==> src/rtl/if_id_queue.sv <==
// if_id_queue: circular FIFO between instruction fetch (IF) and decode (ID), with a flush on branch mispredict.
// Latency: an entry pushed on edge N shows on id_* after edge N. With IF_ID_QUEUE_BYPASS_EN it can pass straight through.
// Backpressure: if_ready is low while full, even when a pop happens in the same cycle. rdy low freezes all state.
//
// Ports:
//   clk, rst_n (async active-low), rdy (global enable)
//   if_valid/if_pc/if_inst -> if_ready            : fetch side
//   ex_is_branch/ex_branch_pc                     : resolved control transfer from EX
//   id_valid/id_pc/id_inst, id_ready              : decode side (head entry)
//   count                                         : occupied entries
//   flush_o                                       : flush taken this cycle (combinational)
// Optional feature macro: IF_ID_QUEUE_BYPASS_EN. When it is defined, an empty queue
// forwards the IF offer straight to ID in the same cycle.
module if_id_queue #(
    parameter int DEPTH  = 4,
    parameter int ADDR_W = 32,
    parameter int INST_W = 32
) (
    input  logic                     clk,
    input  logic                     rst_n,
    input  logic                     rdy,
    input  logic                     if_valid,
    input  logic [ADDR_W-1:0]        if_pc,
    input  logic [INST_W-1:0]        if_inst,
    output logic                     if_ready,
    input  logic                     ex_is_branch,
    input  logic [ADDR_W-1:0]        ex_branch_pc,
    input  logic                     id_ready,
    output logic                     id_valid,
    output logic [ADDR_W-1:0]        id_pc,
    output logic [INST_W-1:0]        id_inst,
    output logic [$clog2(DEPTH):0]   count,
    output logic                     flush_o
);

    localparam int PTR_W = $clog2(DEPTH);
    localparam int CNT_W = PTR_W + 1;

    logic [ADDR_W-1:0] pc_mem_q   [DEPTH];
    logic [INST_W-1:0] inst_mem_q [DEPTH];

    logic [PTR_W-1:0] wr_ptr_q, wr_ptr_d;
    logic [PTR_W-1:0] rd_ptr_q, rd_ptr_d;
    logic [CNT_W-1:0] count_q, count_d;

    logic              q_valid;
    logic [ADDR_W-1:0] q_pc;
    logic [INST_W-1:0] q_inst;
    logic              byp_take;
    logic              push;
    logic              pop;

    // Head of the stored queue. The outputs are forced to zero when the queue is empty,
    // so the storage array needs no reset.
    assign q_valid = (count_q != '0);
    assign q_pc    = q_valid ? pc_mem_q[rd_ptr_q]   : '0;
    assign q_inst  = q_valid ? inst_mem_q[rd_ptr_q] : '0;

    // Flush is judged against the stored head only. With bypass enabled, basing it on
    // id_* would create a combinational loop through the bypass mux. An empty queue
    // therefore always treats a resolved branch as a redirect.
    assign flush_o  = ex_is_branch && (!q_valid || (ex_branch_pc != q_pc));
    assign if_ready = (count_q != CNT_W'(DEPTH));

`ifdef IF_ID_QUEUE_BYPASS_EN
    logic byp_act;
    assign byp_act  = (count_q == '0) && !flush_o;
    // A bypassed entry that ID consumes in this same cycle is never written to storage.
    assign byp_take = byp_act && rdy && if_valid && id_ready;
    assign id_valid = byp_act ? if_valid : q_valid;
    assign id_pc    = byp_act ? if_pc    : q_pc;
    assign id_inst  = byp_act ? if_inst  : q_inst;
`else
    assign byp_take = 1'b0;
    assign id_valid = q_valid;
    assign id_pc    = q_pc;
    assign id_inst  = q_inst;
`endif

    assign push  = rdy && if_valid && if_ready && !flush_o && !byp_take;
    assign pop   = rdy && q_valid && id_ready && !flush_o;
    assign count = count_q;

    always_comb begin
        wr_ptr_d = wr_ptr_q;
        rd_ptr_d = rd_ptr_q;
        count_d  = count_q;
        if (rdy && flush_o) begin
            wr_ptr_d = '0;
            rd_ptr_d = '0;
            count_d  = '0;
        end else begin
            // DEPTH is a power of two, so the pointers wrap naturally.
            if (push) wr_ptr_d = wr_ptr_q + PTR_W'(1);
            if (pop)  rd_ptr_d = rd_ptr_q + PTR_W'(1);
            case ({push, pop})
                2'b10:   count_d = count_q + CNT_W'(1);
                2'b01:   count_d = count_q - CNT_W'(1);
                default: count_d = count_q;
            endcase
        end
    end

    always_ff @(posedge clk or negedge rst_n) begin
        if (!rst_n) begin
            wr_ptr_q <= '0;
            rd_ptr_q <= '0;
            count_q  <= '0;
        end else begin
            wr_ptr_q <= wr_ptr_d;
            rd_ptr_q <= rd_ptr_d;
            count_q  <= count_d;
        end
    end

    always_ff @(posedge clk) begin
        if (push) begin
            pc_mem_q[wr_ptr_q]   <= if_pc;
            inst_mem_q[wr_ptr_q] <= if_inst;
        end
    end

endmodule

==> config.mk <==
export PLATFORM = sky130hd
export DESIGN_NAME = if_id_queue
export DESIGN_NICKNAME = d
export VERILOG_FILES = /design/src/rtl/if_id_queue.sv
export SDC_FILE = /design/constraint.sdc
export NUM_CORES = 1
export LEC_CHECK = 0
export CORE_UTILIZATION = 49
export DETAILED_ROUTE_END_ITERATION = 8
export PLACE_DENSITY = 0.86
export SETUP_SLACK_MARGIN = 0.2
export SKIP_CTS_REPAIR_TIMING = 1
export SYNTH_ARGS = -nofsm -noshare
export SYNTH_HDL_FRONTEND = slang
export SYNTH_SLANG_ARGS = --single-unit
==> constraint.sdc <==
create_clock -name clk -period 7 [get_ports clk]
set_input_delay 1.4 -clock clk [delete_from_list [all_inputs] [get_ports clk]]
set_output_delay 1.4 -clock clk [all_outputs]
set_load 0.05 [all_outputs]
### Yosys cells after proc, flatten, opt, wreduce, memory -nomap -nowiden

Memories as Yosys holds them, arrays and structs flattened.
Index checks and enable logic that the tools add are counted.

| storage, ports and cells | value |
|---|---|
| register bits | 7 |
| bits in writable memories | 256 |
| input bits | 102 |
| output and inout bits | 70 |
| memories | 2 |

| cells by class | value |
|---|---|
| add/subtract/negate cells | 4 |
| equal/unequal tests | 4 |
| muxes and demuxes | 10 |
| reductions and logical operators | 15 |

Memory list:

| memory | words | bits a word | read ports | clocked after Yosys merged registers in | write ports | RTL line | source |
|---|---|---|---|---|---|---|---|
| inst_mem_q | 4 | 32 | 1 | 0 | 1 | 40 | `logic [INST_W-1:0] inst_mem_q [DEPTH];` |
| pc_mem_q | 4 | 32 | 1 | 0 | 1 | 39 | `logic [ADDR_W-1:0] pc_mem_q [DEPTH];` |

Operators by type and width:

| kind | number |
|---|---|
| $mux W32 | 2 |
| $ne A32 B32 Y1 | 1 |
| $logic_and A1 B1 Y1 | 8 |
| $mux W2 | 4 |
| $pmux W3 S2 | 1 |
| $reduce_bool A3 Y1 | 2 |
| $add A2 B1 Y2 const B | 2 |
| $reduce_bool A2 Y1 | 2 |
| $add A3 B1 Y3 const B | 1 |
| $mux W3 | 1 |
| $ne A3 B3 Y1 const B | 1 |
| $sub A3 B1 Y3 const B | 1 |
| $eq A2 B1 Y1 const B | 1 |
| $eq A2 B2 Y1 const B | 1 |
| $logic_not A1 Y1 | 2 |
| $mux W1 | 2 |
| $logic_or A1 B1 Y1 | 1 |

### Logic depth before layout (Yosys ltp)

| depth | value |
|---|---|
| depth in word-level cells | 10 |
| gate-level depth with buffers | 19 |
| gate-level depth less buffers | 16 |

### Worst setup path after synthesis

No wires, ideal clock.

| timing | value |
|---|---|
| path type | input port to flip-flop |
| start point | input ex_branch_pc[14] |
| end point | memory inst_mem_q[0][0], enable pin |
| setup time | 0.578 ns |
| data arrival time | 7.525 ns |
| setup slack | -1.103 ns |
| stages | 8 |
| buffers on the path | 1 |
| path through | o22ai_1 > a2111o_1 > a2111oi_2 > o211ai_1 > nor4_2 > nor2b_1 > buf_6 > nor3b_1 |

| between the ends | value |
|---|---|
| word-level cells in the longest chain between the ends | 7 |

RTL lines:

| element | RTL line | source |
|---|---|---|
| start: declaration | 27 | `input logic [ADDR_W-1:0] ex_branch_pc,` |
| $ne A32 B32 Y1 | 62 | `assign flush_o = ex_is_branch && (!q_valid \|\| (ex_branch_pc != q_pc));` |
| $logic_or A1 B1 Y1 | 62 |  |
| $logic_and A1 B1 Y1 | 62 |  |
| named net flush_o | 33 | `output logic flush_o` |
| $logic_not A1 Y1 | 80 | `assign push = rdy && if_valid && if_ready && !flush_o && !byp_take;` |
| $logic_and A1 B1 Y1 | 80 |  |
| $mux W1 | 117 | `if (push) begin` |
| $mux W1 (not written as such) | 119 | `inst_mem_q[wr_ptr_q] <= if_inst;` |
| end: declaration | 40 |  |

The timed path passes the listed nets, and every way through them passes these cells.

### Final worst setup path

| timing | value |
|---|---|
| start point | register rd_ptr_q[0] |
| end point | output flush_o |

| between the ends | value |
|---|---|
| word-level cells in the longest chain between the ends | 5 |

RTL lines:

| element | RTL line | source |
|---|---|---|
| start: declaration | 43 | `logic [PTR_W-1:0] rd_ptr_q, rd_ptr_d;` |
| start signal: assignment | 111 | `rd_ptr_q <= rd_ptr_d;` |
| $mem_v2 Z4 W32 | -- |  |
| $mux W32 | 56 | `assign q_pc = q_valid ? pc_mem_q[rd_ptr_q] : '0;` |
| $ne A32 B32 Y1 | 62 |  |
| $logic_or A1 B1 Y1 | 62 |  |
| $logic_and A1 B1 Y1 | 62 |  |
| end: declaration | 33 |  |

Every way passes these cells.

==> flow_metrics.tcl <==
set metrics [dict create \
    status "completed" \
    cts_root_buffer "clkbuf_16" \
    min_period_ns 6.06 \
    rows 54 \
    swShare_pct 37.3 \
    ys_async_sr_fraction_pct 2.66 \
    clkPwrFrac_pct 24.5 \
    p_leak_nw 4.45 \
    slew_headroom_pct 35.4 \
    synthesis.nets 721 \
    synth_ff_type "edfxtp_1" \
    fmax_mhz 165 \
    viasPerCell 5.61 \
    critPathSlowestCell "clkdlybuf4s50_1" \
    final_area_um2 13800 \
    drc 0 \
    cts.sinks 263 \
    antenna_found_initial 1 \
    cp-end-kind "output pin" \
    regArea_um2 7870 \
    p_comb_share_pct 40.1 \
    placed_area_um2 13000 \
    ys_seq_area_share_pct 71.6 \
    yosys-top-cells-area "edfxtp_1, mux4_2, and2_1" \
    cts_tree "yes" \
    skew_ns 0.0133 \
    ys.warnings.count 0 \
    syn_inst 613 \
    avgRoutedWirePerCell_um 21.4 \
    wl_mm 23.3 \
    die-area_um2 23000 \
    die_y_um 152 \
    synth_edf_count 256 \
    multi_input_comb_area_um2 2910 \
    finalHoldViolCount 0 \
    post-route-period-util_pct 86.6 \
    drt_iter0_markers 387 \
    synth_common_cells "edfxtp_1, and2_1, mux4_2" \
    start_util_pct 50.2 \
    p_int_mw 3.35 \
    yosys.area.top_type_share_pct 70.0 \
    hold_path.class "register to register" \
    power.density_nw_per_um2 387 \
    fin_tns_setup_ns 0 \
    p_sw_mw 1.99 \
    final_net_count 904 \
    worst-path-buf-inv 2 \
    track_usage_pct 20.4 \
    rsz0062_at_grt "false" \
    drv_slew 0 \
    critical_path_class "register to output pin" \
    crit_fanout 47 \
    cp_top_family "buffers and inverters" \
    wl_met1_mm 9.17 \
    crit_required_ns 5.60 \
    syn-cell-area_um2 11000 \
    dp_hpwl_mm 14.8 \
    yosysMostFrequentCell "edfxtp_1" \
    worst_pin_slew_ns 0.968 \
    grt_max_degree 64 \
    clk_pin_slew_ns 0.06 \
    portBuffers 171 \
    drive_above_1_share_pct 14.6 \
    avgSynthCellArea_um2 17.9 \
    cts_buffer_depth 3 \
    wl_met2_mm 11.7 \
    diodes 0 \
    clock_latency_ns 0.53 \
    setup_viol 0 \
    gp_congestion 0.776 \
    ys_ff_latch 263 \
    vias 6131 \
    grt_pass1_wl_mm 34.7 \
    htree_levels 1 \
    cp_data_arrival_time_ns 4.66 \
    slowest_delay_ns 0.95 \
    boundaryPins 172 \
    worstSetupStartpointType "register" \
    num-fill-cells 1550 \
    dr.pass1.iters 5 \
    yosys.area.top_type "edfxtp_1" \
    die_w_um 152 \
    seqPwrFrac_pct 35.4 \
    core_um2 21900 \
    syn_to_final_growth_pct 25.6 \
    gr-total-overflow 0 \
    ant_nets 0 \
    top_layer "met4" \
    path_cells "buf_4 -> nand2b_1 -> o32a_1 -> nand4_1 -> a2111oi_2 -> o211ai_1 -> nor4_2 -> nor2b_1 -> clkdlybuf4s50_1" \
    cts_inserted_buffers 26 \
    first_global_vias 6224 \
    ir_drop_mv 0.307 \
    ys_types 51 \
    drv_cap 0 \
    wl_met3_mm 2.10 \
]
-- worst register-to-register path: cells and delay by family, from the launching register on --
kind | cells | cell delay, ns
AND/OR/NAND/NOR | 7 | 1.36
flip-flops | 1 | 0.88
buffers and inverters | 2 | 0.77
AO/OA/AOI/OAI | 2 | 0.73
adder cells (fa/ha/maj) | 2 | 0.57
XOR/XNOR | 2 | 0.28
-- placed cells by master, fill, tap and decap left out, drive strengths merged, types with 3 or more instances in the layout --
master	netlist	layout
mux2i	19	19
nor3b	6	6
and2	56	56
nor2b	3	3
buf	16	12
and3	5	5
o22ai	4	4
edfxtp	256	256
clkinv	0	6
nor3	3	3
clkbuf	12	37
a22oi	11	11
o21ai	19	19
a21oi	5	5
dfrtp	7	7
xnor2	11	11
nor2	26	26
xor2	8	8
mux4	53	53
inv	19	19
clkdlybuf4s50	0	171
nand4	5	5
nand3	11	11
nand2	22	22
ha	5	5
mux2	5	5
-- layout make-up --
| class | count | area share [%] |
|---|---|---|
| Sequential cell | 263 | 57.0 |
| Multi-Input combinational cell | 303 | 21.1 |
| Timing Repair Buffer | 183 | 13.1 |
| Clock buffer | 37 | 5.31 |
| Tap cell | 280 | 2.54 |
| Inverter | 19 | 0.517 |
| Clock inverter | 8 | 0.481 |
-- stage by stage --
stage	std cells	hold slack [ns]	setup WS [ns]	total power, mW	utilization (%)
after floorplan	613	0.549	-1.10	3.38	-
after global placement	1048	0.580	1.24	4.05	59.4
after detailed placement	1048	0.581	1.17	4.06	59.4
after CTS	1093	0.589	0.859	5.38	63.0
after global routing	1093	0.629	0.691	5.55	63.0
final	1093	0.588	0.937	5.34	63.0
-- flip-flops by register name, summed over array words and instances, names as in the netlist --
name and flops:
inst_mem_q 128, wr_ptr_q 2, pc_mem_q 128, count 3, rd_ptr_q 2
-- per-layer routing --
| layer | up-vias | GRT usage (%) |
|---|---|---|
| li1 | 2785 | - |
| met1 | 3096 | 25.4 |
| met2 | 221 | 35.3 |
| met3 | 29 | 5.69 |
| met4 | 0 | 5.10 |
| met5 | - | 0 |
-- final timing paths --
check,startpoint,slack [ns],end,depth (start not counted)
setup / recovery,rd_ptr_q[0],0.94,flush_o,9
hold / removal,wr_ptr_q[0],0.59,wr_ptr_q[0],2
setup reg to reg,rd_ptr_q[0],2.29,count[2],15
hold reg to reg,wr_ptr_q[0],0.59,wr_ptr_q[0],2
max in group asynchronous,rst_n,5.59,rd_ptr_q[1],1
min in group asynchronous,rst_n,1.13,count[1],1
-- logic make-up (layout without fill, tap and decap cells) --
group	after synthesis	count (layout)	share of synthesized area [%]
adders and majority gates	6	6	0.752
xor gates and xnor gates	19	19	1.51
buffers and inverters	47	247	2.14
and+or+nand+nor	143	143	7.16
AOI/OAI and AO/OA	58	58	3.70
DFF	263	263	71.6
muxes	77	77	13.1
-- power groups by stage --
stage                     Sequential (mW)  Clock, mW  Combinational, mW
after floorplan                      1.85          0               1.54
after global placement               1.93          0               2.12
after detailed placement             1.93          0               2.14
after CTS                            1.90       1.33               2.15
after global routing                 1.90       1.39               2.26
final                                1.89       1.31               2.14
Note: power is estimated with default switching activity, not from simulation.
